### src/rtl/muxpga_job_sequencer.sv
// Job sequencer for the muxpga fabric control port: clear, load the config
// bitstream from a valid/ready nibble stream, run the cells, capture one output byte.
module muxpga_job_sequencer #(
    parameter int NIBBLES = 24,
    parameter int RUN_W   = 8
) (
    input  logic             clk,
    input  logic             reset,
    input  logic             start,
    input  logic [RUN_W-1:0] run_cycles,
    input  logic [3:0]       data_nibble,
    input  logic             cfg_valid,
    input  logic [3:0]       cfg_nibble,
    output logic             cfg_ready,
    output logic [1:0]       fpga_cmd,
    output logic [3:0]       fpga_nibble,
    output logic             fpga_rst,
    input  logic [7:0]       fpga_out,
    output logic [7:0]       result,
    output logic             result_valid,
    output logic             busy
);

    localparam int CNT_W = $clog2(NIBBLES + 1);
    localparam logic [CNT_W-1:0] LAST_NIB = CNT_W'(NIBBLES - 1);

    localparam logic [1:0] CMD_SHIFT = 2'd0;
    localparam logic [1:0] CMD_RUN   = 2'd1;
    localparam logic [1:0] CMD_HOLD  = 2'd2;

    typedef enum logic [2:0] {
        S_IDLE,
        S_CLEAR,
        S_LOAD,
        S_RUN,
        S_CAPT,
        S_DONE
    } state_t;

    state_t           state;
    logic [CNT_W-1:0] nib_cnt;
    logic [RUN_W-1:0] run_cnt;

    // NOTE: every output is a flop written with <=; the state seen in cycle t
    // decides what the fabric sees in cycle t+1, so there is no combinational path.
    always_ff @(posedge clk) begin
        if (reset) begin
            state        <= S_IDLE;
            nib_cnt      <= '0;
            run_cnt      <= '0;
            fpga_cmd     <= CMD_HOLD;
            fpga_nibble  <= '0;
            fpga_rst     <= 1'b1;
            cfg_ready    <= 1'b0;
            busy         <= 1'b0;
            result       <= '0;
            result_valid <= 1'b0;
        end else begin
            result_valid <= 1'b0;
            case (state)
                S_IDLE: begin
                    fpga_cmd <= CMD_HOLD;
                    fpga_rst <= 1'b0;
                    if (start) begin
                        run_cnt <= run_cycles;
                        nib_cnt <= '0;
                        busy    <= 1'b1;
                        state   <= S_CLEAR;
                    end
                end
                S_CLEAR: begin
                    fpga_cmd  <= CMD_HOLD;
                    fpga_rst  <= 1'b1;
                    cfg_ready <= 1'b1;
                    state     <= S_LOAD;
                end
                S_LOAD: begin
                    fpga_rst <= 1'b0;
                    // The chain only shifts on an accepted nibble; idle cycles hold.
                    if (cfg_valid) begin
                        fpga_cmd    <= CMD_SHIFT;
                        fpga_nibble <= cfg_nibble;
                        nib_cnt     <= nib_cnt + 1'b1;
                        if (nib_cnt == LAST_NIB) begin
                            cfg_ready <= 1'b0;
                            state     <= S_RUN;
                        end
                    end else begin
                        fpga_cmd <= CMD_HOLD;
                    end
                end
                S_RUN: begin
                    if (run_cnt != '0) begin
                        fpga_cmd    <= CMD_RUN;
                        fpga_nibble <= data_nibble;
                        run_cnt     <= run_cnt - 1'b1;
                        if (run_cnt == RUN_W'(1)) state <= S_CAPT;
                    end else begin
                        fpga_cmd <= CMD_HOLD;
                        state    <= S_CAPT;
                    end
                end
                S_CAPT: begin
                    // A shift makes io_out show the last row; it also consumes the config.
                    fpga_cmd    <= CMD_SHIFT;
                    fpga_nibble <= data_nibble;
                    state       <= S_DONE;
                end
                S_DONE: begin
                    fpga_cmd     <= CMD_HOLD;
                    result       <= fpga_out;
                    result_valid <= 1'b1;
                    busy         <= 1'b0;
                    state        <= S_IDLE;
                end
                default: begin
                    fpga_cmd  <= CMD_HOLD;
                    cfg_ready <= 1'b0;
                    busy      <= 1'b0;
                    state     <= S_IDLE;
                end
            endcase
        end
    end

endmodule
### config.mk
export PLATFORM = sky130hd
export DESIGN_NAME = muxpga_job_sequencer
export DESIGN_NICKNAME = d
export VERILOG_FILES = /design/src/rtl/muxpga_job_sequencer.sv
export SDC_FILE = /design/constraint.sdc
export NUM_CORES = 1
export LEC_CHECK = 0
export BUFFER_PORTS_ARGS = -buffer_cell sky130_fd_sc_hd__buf_2
export CORE_MARGIN = 10
export CORE_UTILIZATION = 40
export CTS_BUF_LIST = sky130_fd_sc_hd__clkbuf_4 sky130_fd_sc_hd__clkbuf_8
export DETAILED_ROUTE_END_ITERATION = 10
export SLEW_MARGIN = 20
export SYNTH_ARGS = -nofsm -noshare
export SYNTH_HDL_FRONTEND = slang
export SYNTH_SLANG_ARGS = --single-unit
### constraint.sdc
create_clock -name clk -period 2 [get_ports clk]
set_input_delay 0.1 -clock clk [delete_from_list [all_inputs] [get_ports clk]]
set_output_delay 0.1 -clock clk [all_outputs]
set_load 0.1 [all_outputs]
* After elaboration in Yosys (flattened, before gate mapping)
Cells that the tools add are included.
** Operators by class
- Add/subtract/negate cells :: 2
- Mux-type cells :: 25
- Bitwise operators :: 2
- Reductions and logical operators :: 15
- Eq/ne operators :: 12
** Operators with widths (number)
- 8-bit two-way mux :: 2
- 8-bit case mux with 2 select lines :: 1
- 3-bit two-way mux :: 5
- 3-bit case mux with 5 select lines :: 1
- 4-bit case mux with 3 select lines :: 1
- 3-bit AND reduction :: 4
- 5-bit two-way mux :: 2
- 5-bit case mux with 2 select lines :: 1
- 8-bit by 1-bit == test with 1-bit output (second input constant) :: 1
- 4-bit two-way mux :: 2
- 2-bit inequality test (second input constant) :: 4
- 8-bit nonzero test :: 1
- 4-bit OR reduction :: 2
- 8-bit by 1-bit subtractor with 8-bit output (second input constant) :: 1
- 3-bit by 2-bit == test with 1-bit output (second input constant) :: 2
- 3-bit == test (second input constant) :: 2
- 2-bit case mux with 3 select lines :: 1
- 2-bit nonzero test :: 3
- 5-bit by 1-bit adder with 5-bit output (second input constant) :: 1
- 5-bit == test (second input constant) :: 1
- 1-bit two-way mux :: 4
- 2-bit two-way mux :: 2
- 1-bit case mux with 2 select lines :: 2
- 4-bit AND reduction :: 1
- other kinds (8) :: 9
** Word-level totals
- Register bits :: 34
- Output and inout bits :: 18
- Logic and storage cells :: 66

* Logic depth before layout (Yosys ltp)
Gate-level depths: netlist of the first run.
- Depth in word-level cells :: 4
- Gate-level depth with buffers :: 6
- Depth with buffers taken out :: 6

* Worst setup path before layout of the first run
Ideal clock, no wire load.
- Kind :: register to register
- From :: register run_cnt[0]
- To :: register run_cnt[4]
- Clock period less this slack :: 1548 ps
- Stages on the path, launching flop included :: 7
- Arrival time :: 1463 ps
- Path buffers :: 1
- Required time :: 1915 ps
- Setup slack :: 452 ps
- Path through :: dfxtp_1 -> inv_1 -> ha_1 -> a31o_4 -> buf_12 -> a221o_1 -> o31ai_2
** Between the ends
- Word-level cells in the longest chain between the ends :: 3
- Elaborated cells between the ends (all ways) :: 6
- Classes of those cells :: add/sub: 1; eq/ne: 1; mux: 2; reduce/logical: 2
** RTL lines
- start, declared :: line 42 : logic [RUN_W-1:0] run_cnt;
- start signal, assigned :: line 65 : run_cnt <= run_cycles;
- start signal, assigned :: line 96 : run_cnt <= run_cnt - 1'b1;
- 8-bit by 1-bit subtractor with 8-bit output / 8-bit nonzero test (equally long branches) :: line 96, 93
- 8-bit two-way mux / 2-bit inequality test (equally long branches)
- 8-bit case mux with 2 select lines / 3-bit AND reduction (equally long branches)
Several ways; a longest one is shown, not always the timed one. The select of a mux whose other input is x is not followed.
A chain may end at the register's enable or synchronous reset.

* Worst setup path in the final report of the first run
- From :: register state[2]
- To :: register run_cnt[1]
** Between the ends
- Word-level cells in the longest chain between the ends :: 3
- Elaborated cells between the ends (all ways) :: 7
- Classes of those cells :: eq/ne: 3; mux: 1; reduce/logical: 3
** RTL lines
- start, declared :: line 40 : state_t state;
- start signal, assigned :: line 48 : state <= S_IDLE;
- start signal, assigned :: line 68 : state <= S_CLEAR;
- start signal, assigned :: line 75 : state <= S_LOAD;
- 3-bit by 2-bit == test with 1-bit output / 3-bit zero test (equally long branches) :: line 60 : case (state)
- 2-bit inequality test (no source line) / 2-bit nonzero test (equally long branches)
- 3-bit AND reduction (no source line)
Several ways; a longest one is shown, not always the timed one.

==> results_dict.tcl, run 1 <==
set metrics [dict create \
    hpwl_um 3270 \
    dpl_cell_area_um2 2080 \
    grt_pass1_wl_um 7130 \
    critPathRequiredTime_ns 2.20 \
    synthArstFlopShare_pct 0 \
    drc 0 \
    start_kind "flop" \
    grt_pass1_vias 1591 \
    worst_path_largest_cell_delay_ns 0.48 \
    synth_seq_cells 34 \
    synth_cell_types 52 \
    io_buffers 45 \
    setup_viol 0 \
    drtIter0Drc 89 \
    critPathArrivalTime_ns 1.88 \
    grt_max_degree 26 \
    path_clk_slew_ns 0.07 \
    run_status "finished clean" \
    clockPowerShare_pct 28.1 \
    power.total_mw 2.20 \
    hold_viol 0 \
    crit_chain "nand3b_4, a31oi_1, buf_4, o221a_1, a311oi_2" \
    rsz0062_at_grt "false" \
    busiest_layer "met2" \
    crit_path_end_kind "flop" \
    netlist_instances 199 \
    die-area_um2 7630 \
    synth_top_cell_area_share_pct 37.5 \
    hold_class "in2reg" \
    antenna_found_initial 0 \
    p_int_mw 1.36 \
    wl_um 4360 \
    grtUsageTotal_pct 11.4 \
    synth_edf_count 0 \
    cts_hold_buf 0 \
    final_nets 277 \
    critPathMaxFanout 25 \
    synth_ff_type "dfxtp_1" \
    wl_per_cell_um 14.6 \
    p_per_area_nw_per_um2 1000 \
    cts_num_sinks 34 \
    area_growth_pct 20.9 \
    row_count 24 \
    max_slew_margin_pct 64.9 \
    ir_worst_vdd_uv 391 \
    fin_tns_setup_ns 0 \
    routed_via_density 5.40 \
    place_congestion 0.827 \
    synth.most_common_cell "dfxtp_1" \
    cts.repair.resized 0 \
    p_sw_uw 843 \
    num_io_pins 46 \
    synth_area_per_cell_um2 9.12 \
    finalMaxSlewViolations 0 \
    finClkSkew_ns 0.00851 \
    cts_made_buffers 5 \
    use_met1_pct 13.5 \
    vias 1609 \
    nFillCells 437 \
    overflow 0 \
    combPwrFrac_pct 35.3 \
    fmax_mhz 595 \
    min_period_ns 1.68 \
    ys_warn_count 0 \
    fin_hold_ws_ns 0.0427 \
    drive_gt1_share_pct 32.5 \
    fin_ws_ns 0.319 \
    die_h_um 87.3 \
    firstDrtPassIters 4 \
    initial_core_util_pct 41.4 \
    crit_type "reg2reg" \
    finalInstanceArea_um2 2190 \
    worstMarginPinSlew_ns 0.525 \
    syn_area_um2 1810 \
    die_w_um 87.3 \
    synth.area.top_cells "dfxtp_1 38%, mux2i_1 5.0%, a221oi_2 4.1%, a21oi_1 3.6%, nor3_1 3.6%" \
    maxCapViolCount 0 \
    synth_nets 231 \
    cts.path.max_buffers 2 \
    met2_usage_pct 18.8 \
    synth_top_area_cell "dfxtp_1" \
    clockRootBuffer "clkbuf_8" \
    leakagePower_nw 0.990 \
    p_sw_share_pct 38.3 \
    synth-seq-area-share_pct 37.5 \
    tritoncts "built" \
    met3_usage_pct 3.75 \
    ant_nets 0 \
    diodes 0 \
    cpMaxStageDelayCell "dfxtp_1" \
    dp_slack_ns 0.314 \
    yosys-top-cells-count "34 x dfxtp_1, 17 x nor2_1, 15 x nand2_1" \
    fin_crit_sh_pct 84.0 \
    htree_levels 2 \
    core_um2 4380 \
    seq_power_share_pct 36.6 \
    clk_latency_ns 0.28 \
    cts_setup_buffers 0 \
]
[sequential cells by signal, indices dropped and copies added (netlist names)]
register	cells
run_cnt	8
fpga_rst	1
busy	1
fpga_nibble	4
nib_cnt	5
fpga_cmd	2
result_valid	1
state	3
result	8
cfg_ready	1
[power by group through the flow]
stage               Combinational, mW  Clock (mW)  Sequential [mW]
global placement                0.779           0            0.820
global route                    0.843       0.668            0.815
floorplan                       0.405           0             1.04
detailed placement              0.780           0            0.820
finish                          0.779       0.619            0.805
CTS                             0.781       0.638            0.805
[kinds of logic (layout without fill, tap and decap cells)]
kind of cell	Yosys count	count (layout)	synth area share (%)
xor+xnor	3	3	1.45
mux	9	9	4.97
buf+inv	19	66	5.24
flops	34	34	37.5
simple gates	81	81	26.0
fa+ha+maj	4	4	2.76
compound gates	49	49	22.1
[per-layer routing]
layer | wire (um) | vias up
li1 | - | 827
met1 | 1940 | 752
met2 | 2190 | 28
met3 | 211 | 2
met4 | 17 | 0
met5 | 0 | -
[area by class of cell]
cell class,count,area [um2],share of cell area (%)
clock buffer,5,68.8,3.14
clock inverter,3,40.0,1.83
inverter,6,22.5,1.03
multi-input combinational,146,1040,47.3
sequential,34,681,31.0
tap,52,65.1,2.97
timing repair buffer,52,278,12.7
[through the flow]
step,cells,util [%]
3_5_place_dp,290,47.5
5_1_grt,298,50.0
2_1_floorplan,199,-
6_report,298,50.0
3_3_place_gp,290,47.5
4_1_cts,298,50.0
[placed cells by master, fill, tap and decap left out, types with 4 or more instances in the layout]
cell type | synthesis | final
and3_1 | 5 | 5
buf_2 | 3 | 45
ha_1 | 4 | 4
nand3_1 | 5 | 5
nor3_1 | 13 | 13
inv_1 | 6 | 6
dfxtp_1 | 34 | 34
buf_4 | 1 | 7
nand2b_1 | 4 | 4
clkbuf_8 | 0 | 5
nand2_1 | 15 | 15
a21oi_1 | 13 | 13
nor2_1 | 17 | 17
a221oi_2 | 5 | 5
o21ai_0 | 4 | 4
mux2i_1 | 9 | 9
[critical path, delay by kind of cell, from the launching register on]
| kind | cells | cell delay (ns) |
|---|---|---|
| AO/OA/AOI/OAI | 3 | 0.57 |
| flip-flops | 1 | 0.48 |
| AND/OR/NAND/NOR | 1 | 0.37 |
| buffers and inverters | 1 | 0.19 |
[final timing paths]
kind                                 from  slack [ns]  cells after the start                      end
setup / recovery    state[2]$_SDFFE_PP0P_        0.32                      5  run_cnt[1]$_SDFFE_PP0P_
hold reg to reg   nib_cnt[1]$_SDFFE_PP0P_        0.48                      2  nib_cnt[1]$_SDFFE_PP0P_
setup reg to reg    state[2]$_SDFFE_PP0P_        0.32                      5  run_cnt[1]$_SDFFE_PP0P_
hold / removal                fpga_out[1]        0.04                      3   result[1]$_SDFFE_PP0P_
Note: power is estimated with default switching activity, not from simulation.
==> run 2: changes to the inputs <==
--- a/config.mk
+++ b/config.mk
@@ -5,11 +5,13 @@
 export SDC_FILE = /design/constraint.sdc
 export NUM_CORES = 1
 export LEC_CHECK = 0
+export ABC_AREA = 1
 export BUFFER_PORTS_ARGS = -buffer_cell sky130_fd_sc_hd__buf_2
 export CORE_MARGIN = 10
 export CORE_UTILIZATION = 40
 export CTS_BUF_LIST = sky130_fd_sc_hd__clkbuf_4 sky130_fd_sc_hd__clkbuf_8
 export DETAILED_ROUTE_END_ITERATION = 10
+export PLACE_DENSITY = 0.65
 export SLEW_MARGIN = 20
 export SYNTH_ARGS = -nofsm -noshare
 export SYNTH_HDL_FRONTEND = slang
==> constraint.sdc (replaced) <==
create_clock -name clk -period 1.4 [get_ports clk]
set_input_delay 0.07 -clock clk [delete_from_list [all_inputs] [get_ports clk]]
set_output_delay 0.07 -clock clk [all_outputs]
set_load 0.1 [all_outputs]
==> results_dict.tcl, run 2 <==
set metrics [dict create \
    multi_input_area_um2 1020 \
    firstDrtPassIters 4 \
    initial_core_util_pct 41.6 \
    clockRootBuffer "clkbuf_8" \
    synth_area_per_cell_um2 6.57 \
    run_status "finished clean" \
    htree_levels 2 \
    p_per_area_nw_per_um2 2320 \
    synth_ff_type "dfxtp_1" \
    final_core_util_pct 56.1 \
    grt_max_degree 18 \
    num_io_pins 46 \
    die_h_um 87.6 \
    synth-seq-area-share_pct 37.3 \
    synth_cell_types 25 \
    vias 1901 \
    synth.most_common_cell "nand2_1" \
    clk_latency_ns 0.29 \
    die_w_um 87.6 \
    dp.cells 393 \
    synth_edf_count 0 \
    whs_path_depth 3 \
    grt_pass1_vias 1756 \
    nFillCells 444 \
    core_um2 4380 \
    dpl_cell_area_um2 2270 \
    register_area_um2 689 \
    crit_type "reg2reg" \
    grt_pass1_wl_um 7580 \
    hold_class "in2reg" \
    final_common_cell "nand2_1" \
    critPathRequiredTime_ns 1.58 \
    synth_seq_cells 34 \
    ys_warn_count 0 \
    diodes 0 \
    reg2regPathDepth 5 \
    yosys-top-cells-count "71 x nand2_1, 46 x nor2_1, 36 x inv_1" \
    cts_made_buffers 5 \
    leakagePower_nw 1.25 \
    maxCapViolCount 0 \
    ir_worst_vdd_uv 1260 \
    syn_area_um2 1830 \
    cts.path.max_buffers 2 \
    worstMarginPinSlew_ns 0.491 \
    overflow 0 \
    fmax_mhz 752 \
    min_period_ns 1.33 \
    die-area_um2 7670 \
    tritoncts "built" \
    hold_viol 0 \
    antenna_found_initial 0 \
    fin_crit_sh_pct 94.9 \
    hpwl_um 3460 \
    setup_viol 0 \
    finalMaxSlewViolations 0 \
    final_nets 383 \
    place_congestion 0.869 \
    path_clk_slew_ns 0.07 \
    reg.largest.list "result (8), run_cnt (8), nib_cnt (5)" \
    dp_slack_ns -0.0171 \
    netlist_instances 278 \
    area_growth_pct 34.8 \
    critPathMaxFanout 7 \
    synth.area.top_cells "dfxtp_1 37%, nand2_1 15%, nor2_1 9.5%, inv_1 7.4%, o21ai_0 5.8%" \
    drive_gt1_share_pct 33.8 \
    finalInstanceArea_um2 2460 \
    critPathArrivalTime_ns 1.50 \
    ant_nets 0 \
    fin_ws_ns 0.0710 \
    synthArstFlopShare_pct 0 \
    cts_num_sinks 34 \
    wl_per_cell_um 12.0 \
    synth_top_cell_area_share_pct 37.3 \
    synth_nets 310 \
    mostFrequentLayoutCells "69 x nand2_1, 45 x buf_2, 40 x nor2_1" \
    drc 0 \
    grtUsageTotal_pct 12.1 \
    drtIter0Drc 147 \
    max_slew_margin_pct 67.5 \
    start_kind "flop" \
    synth_top_area_cell "dfxtp_1" \
    crit_path_end_kind "flop" \
    row_count 24 \
    wl_um 4870 \
    fin_hold_ws_ns 0.0680 \
    finClkSkew_ns 0.00539 \
    stdcell_count 404 \
    routed_via_density 4.71 \
    io_buffers 45 \
]
==> run 2: area by class of cell <==
type / count / share of cell area [%]
multi-input combinational: 200 / 41.5
sequential: 34 / 28.0
timing repair buffer: 70 / 17.4
inverter: 40 / 6.51
clock buffer: 6 / 3.36
tap: 52 / 2.64
clock inverter: 2 / 0.508
==> run 2: per-stage QoR <==
stage / TNS [ns] / total power, mW
floorplan: 0 / 3.80
global placement: 0 / 4.56
detailed placement: -0.0303 / 4.59
CTS: 0 / 5.40
global route: -0.0380 / 6.19
finish: 0 / 5.70
==> run 2: report_power, final <==
part,internal (mW),switching (mW)
sequential,1.24,0.204
combinational,1.16,2.33
clock,0.395,0.370
total,2.80,2.91
==> run 2: cells by family after synthesis <==
family | after synthesis | synth area share [%]
AOI/OAI and AO/OA | 41 | 12.9
adders and majority gates | 4 | 2.74
buffers and inverters | 46 | 10.5
DFF | 34 | 37.3
and+or+nand+nor | 153 | 36.6
==> run 2: worst max-delay path: stages (launching register included) <==
cell and delay, ns:
dfxtp_2 0.37, nor2_4 0.15, nand2_2 0.13, nor2_2 0.23, o21ai_2 0.12, or2_1 0.22
==> run 2: final timing paths <==
path | startpoint | end | slack (ns)
max | state[0]$_SDFFE_PP0P_ | fpga_cmd[1]$_SDFF_PP1_ | 0.07
min | fpga_out[7] | result[7]$_SDFFE_PP0P_ | 0.07
max reg2reg | state[0]$_SDFFE_PP0P_ | fpga_cmd[1]$_SDFF_PP1_ | 0.07
min reg2reg | result[1]$_SDFFE_PP0P_ | result[1]$_SDFFE_PP0P_ | 0.44
==> run 2: what timing repair did <==
item	CTS	global route
gates cloned	0	2
pin swaps	0	8
resized for setup	1	26
hold buffers	0	0
setup endpoints to repair	2	18
setup buffers	0	1
==> run 2: metal layers <==
metal  wire length, um  up-vias  GRT usage [%]  share of wire (%)
li1                  -     1021              -                  -
met1              2180      839           13.6                 45
met2              2360       35           20.8                 49
met3               242        6           3.25                5.0
met4                79        0           5.22                1.6
met5                 0        -              0                  0
==> run 3: changes to the inputs <==
--- a/config.mk
+++ b/config.mk
@@ -7,11 +7,11 @@
 export LEC_CHECK = 0
 export ABC_AREA = 1
 export BUFFER_PORTS_ARGS = -buffer_cell sky130_fd_sc_hd__buf_2
-export CORE_MARGIN = 10
-export CORE_UTILIZATION = 40
+export CORE_MARGIN = 2
+export CORE_UTILIZATION = 49
 export CTS_BUF_LIST = sky130_fd_sc_hd__clkbuf_4 sky130_fd_sc_hd__clkbuf_8
 export DETAILED_ROUTE_END_ITERATION = 10
-export PLACE_DENSITY = 0.65
+export PLACE_DENSITY = 0.77
 export SLEW_MARGIN = 20
 export SYNTH_ARGS = -nofsm -noshare
 export SYNTH_HDL_FRONTEND = slang
==> results_dict.tcl, run 3 (synthesis gave the netlist of run 2 again) <==
set metrics [dict create \
    ir_worst_vdd_uv 1180 \
    rrSetupSlack_ns 0.07 \
    initial_core_util_pct 50.2 \
    mostFrequentLayoutCells "71 x nand2_1, 45 x buf_2, 42 x nor2_1" \
    die_w_um 65.0 \
    hpwl_um 3080 \
    setup_viol 0 \
    row_count 22 \
    holdPathEnd "result[2]$_SDFFE_PP0P_" \
    diodes 0 \
    area_growth_pct 33.9 \
    fin_tns_setup_ns 0 \
    power.total_mw 5.64 \
    die_h_um 65.0 \
    multi_input_area_um2 1030 \
    overflow 0 \
    register_area_um2 687 \
    max_slew_margin_pct 67.2 \
    cts_hold_buf 0 \
    worstMarginPinSlew_ns 0.495 \
    nFillCells 326 \
    grt_pass1_wl_um 6770 \
    fmax_mhz 751 \
    num_io_pins 46 \
    p_per_area_nw_per_um2 2310 \
    critPathMaxFanout 7 \
    reg.largest.list "result (8), run_cnt (8), nib_cnt (5)" \
    path_clk_slew_ns 0.07 \
    antenna_found_initial 0 \
    final_nets 383 \
    final_core_util_pct 67.3 \
    run_status "finished clean" \
    critPathArrivalTime_ns 1.52 \
    cts_num_sinks 34 \
    combPwrFrac_pct 61.0 \
    ant_nets 0 \
    r2r-start "state[0]$_SDFFE_PP0P_" \
    p_int_mw 2.77 \
    wl_um 4240 \
    crit_type "reg2reg" \
    finClkSkew_ns 0.00206 \
    clockRootBuffer "clkbuf_8" \
    critPathRequiredTime_ns 1.59 \
    cts_made_buffers 5 \
    core_um2 3630 \
    io_buffers 45 \
    maxCapViolCount 0 \
    clockPowerShare_pct 13.4 \
    grt_max_degree 18 \
    finalMaxSlewViolations 0 \
    final_common_cell "nand2_1" \
    grt_pass1_vias 1670 \
    r2r-end "run_cnt[0]$_SDFFE_PP0P_" \
    leakagePower_nw 1.25 \
    clk_latency_ns 0.29 \
    hold_viol 0 \
    hold_start "fpga_out[2]" \
    place_congestion 0.852 \
    p_sw_mw 2.87 \
    fin_crit_sh_pct 95.1 \
    hold_class "in2reg" \
    crit_path_end_kind "flop" \
    firstDrtPassIters 5 \
    tritoncts "built" \
    drive_gt1_share_pct 32.1 \
    drtIter0Drc 136 \
    htree_levels 2 \
    drc 0 \
    reg2regPathDepth 9 \
    grtUsageTotal_pct 20.7 \
    vias 1914 \
    wl_per_cell_um 10.6 \
    die-area_um2 4230 \
    min_period_ns 1.33 \
    seq_power_share_pct 25.6 \
    rsz0062_at_grt "true" \
    routed_via_density 4.79 \
    p_sw_share_pct 50.8 \
    start_kind "flop" \
    cts.path.max_buffers 2 \
    whs_path_depth 3 \
]
-- run 3: changes by cell type in the layout (fill, tap and decap cells not counted), moves of 2 or more --
cell     before  now
dfxtp_1      27   29
dfxtp_2       7    5
nand2_1      69   71
nand2_2       4    1
nor2_1       40   42
nor2_2        8    6
-- run 3: stage by stage --
step	cells	hold WS (ns)	area, um2	setup slack [ns]
CTS	397	0.0557	2350	0.00420
floorplan	278	0.262	1830	0.0271
global placement	389	0.343	2260	0.00860
finish	400	0.0641	2440	0.0691
global route	400	0.0709	2440	-0.0294
detailed placement	389	0.358	2260	-0.0205
-- run 3: critical path: stages (launching register included) --
cell and delay, ns:
dfxtp_2 0.38, nor2_4 0.17, nand2_1 0.07, nand2_1 0.06, nand2_1 0.08, inv_4 0.11, nand2_8 0.08, buf_4 0.14
o21ai_2 0.11, nor2_2 0.04
-- run 3: worst max-delay path by stage --
| stage | slack, ns | from | end | cells after the start |
|---|---|---|---|---|
| 2_1_floorplan | 0.03 | run_cnt[0]$_SDFFE_PP0P_ | run_cnt[3]$_SDFFE_PP0P_ | 10 |
| 3_3_place_gp | 0.009 | run_cnt[0]$_SDFFE_PP0P_ | run_cnt[0]$_SDFFE_PP0P_ | 9 |
| 3_5_place_dp | -0.02 | run_cnt[0]$_SDFFE_PP0P_ | run_cnt[1]$_SDFFE_PP0P_ | 9 |
| 4_1_cts | 0.004 | run_cnt[4]$_SDFFE_PP0P_ | run_cnt[1]$_SDFFE_PP0P_ | 8 |
| 5_1_grt | -0.03 | state[0]$_SDFFE_PP0P_ | fpga_nibble[3]$_SDFFE_PP0P_ | 8 |
| 6_report | 0.07 | state[0]$_SDFFE_PP0P_ | run_cnt[0]$_SDFFE_PP0P_ | 9 |
-- run 3: layout make-up --
type	count	share of cell area, %
tap	48	2.46
inverter	40	6.45
clock inverter	2	0.512
multi-input combinational	200	42.0
timing repair buffer	70	17.1
clock buffer	6	3.38
sequential	34	28.1
-- run 3: power by group through the flow --
| stage | sequential [mW] | combinational, mW | clock, mW |
|---|---|---|---|
| detailed placement | 1.43 | 3.13 | 0 |
| global route | 1.47 | 3.79 | 0.824 |
| floorplan | 2.17 | 1.63 | 0 |
| CTS | 1.41 | 3.16 | 0.787 |
| finish | 1.44 | 3.44 | 0.756 |
| global placement | 1.42 | 3.09 | 0 |
-- run 3: timing repair --
item | 4_1_cts | 5_1_grt
pin swaps | 0 | 6
setup buffers | 0 | 1
endpoints found under the setup margin | 2 | 18
resized for setup | 1 | 22
gates cloned | 0 | 2
-- run 3: layer usage --
layer / global-route usage (%) / share of wire, % / vias to the layer above
met2: 37.6 / 51 / 34
met5: 0 / 0 / -
li1: - / - / 1016
met1: 23.0 / 44 / 857
met4: 8.33 / 1.5 / 0
met3: 5.21 / 3.3 / 7
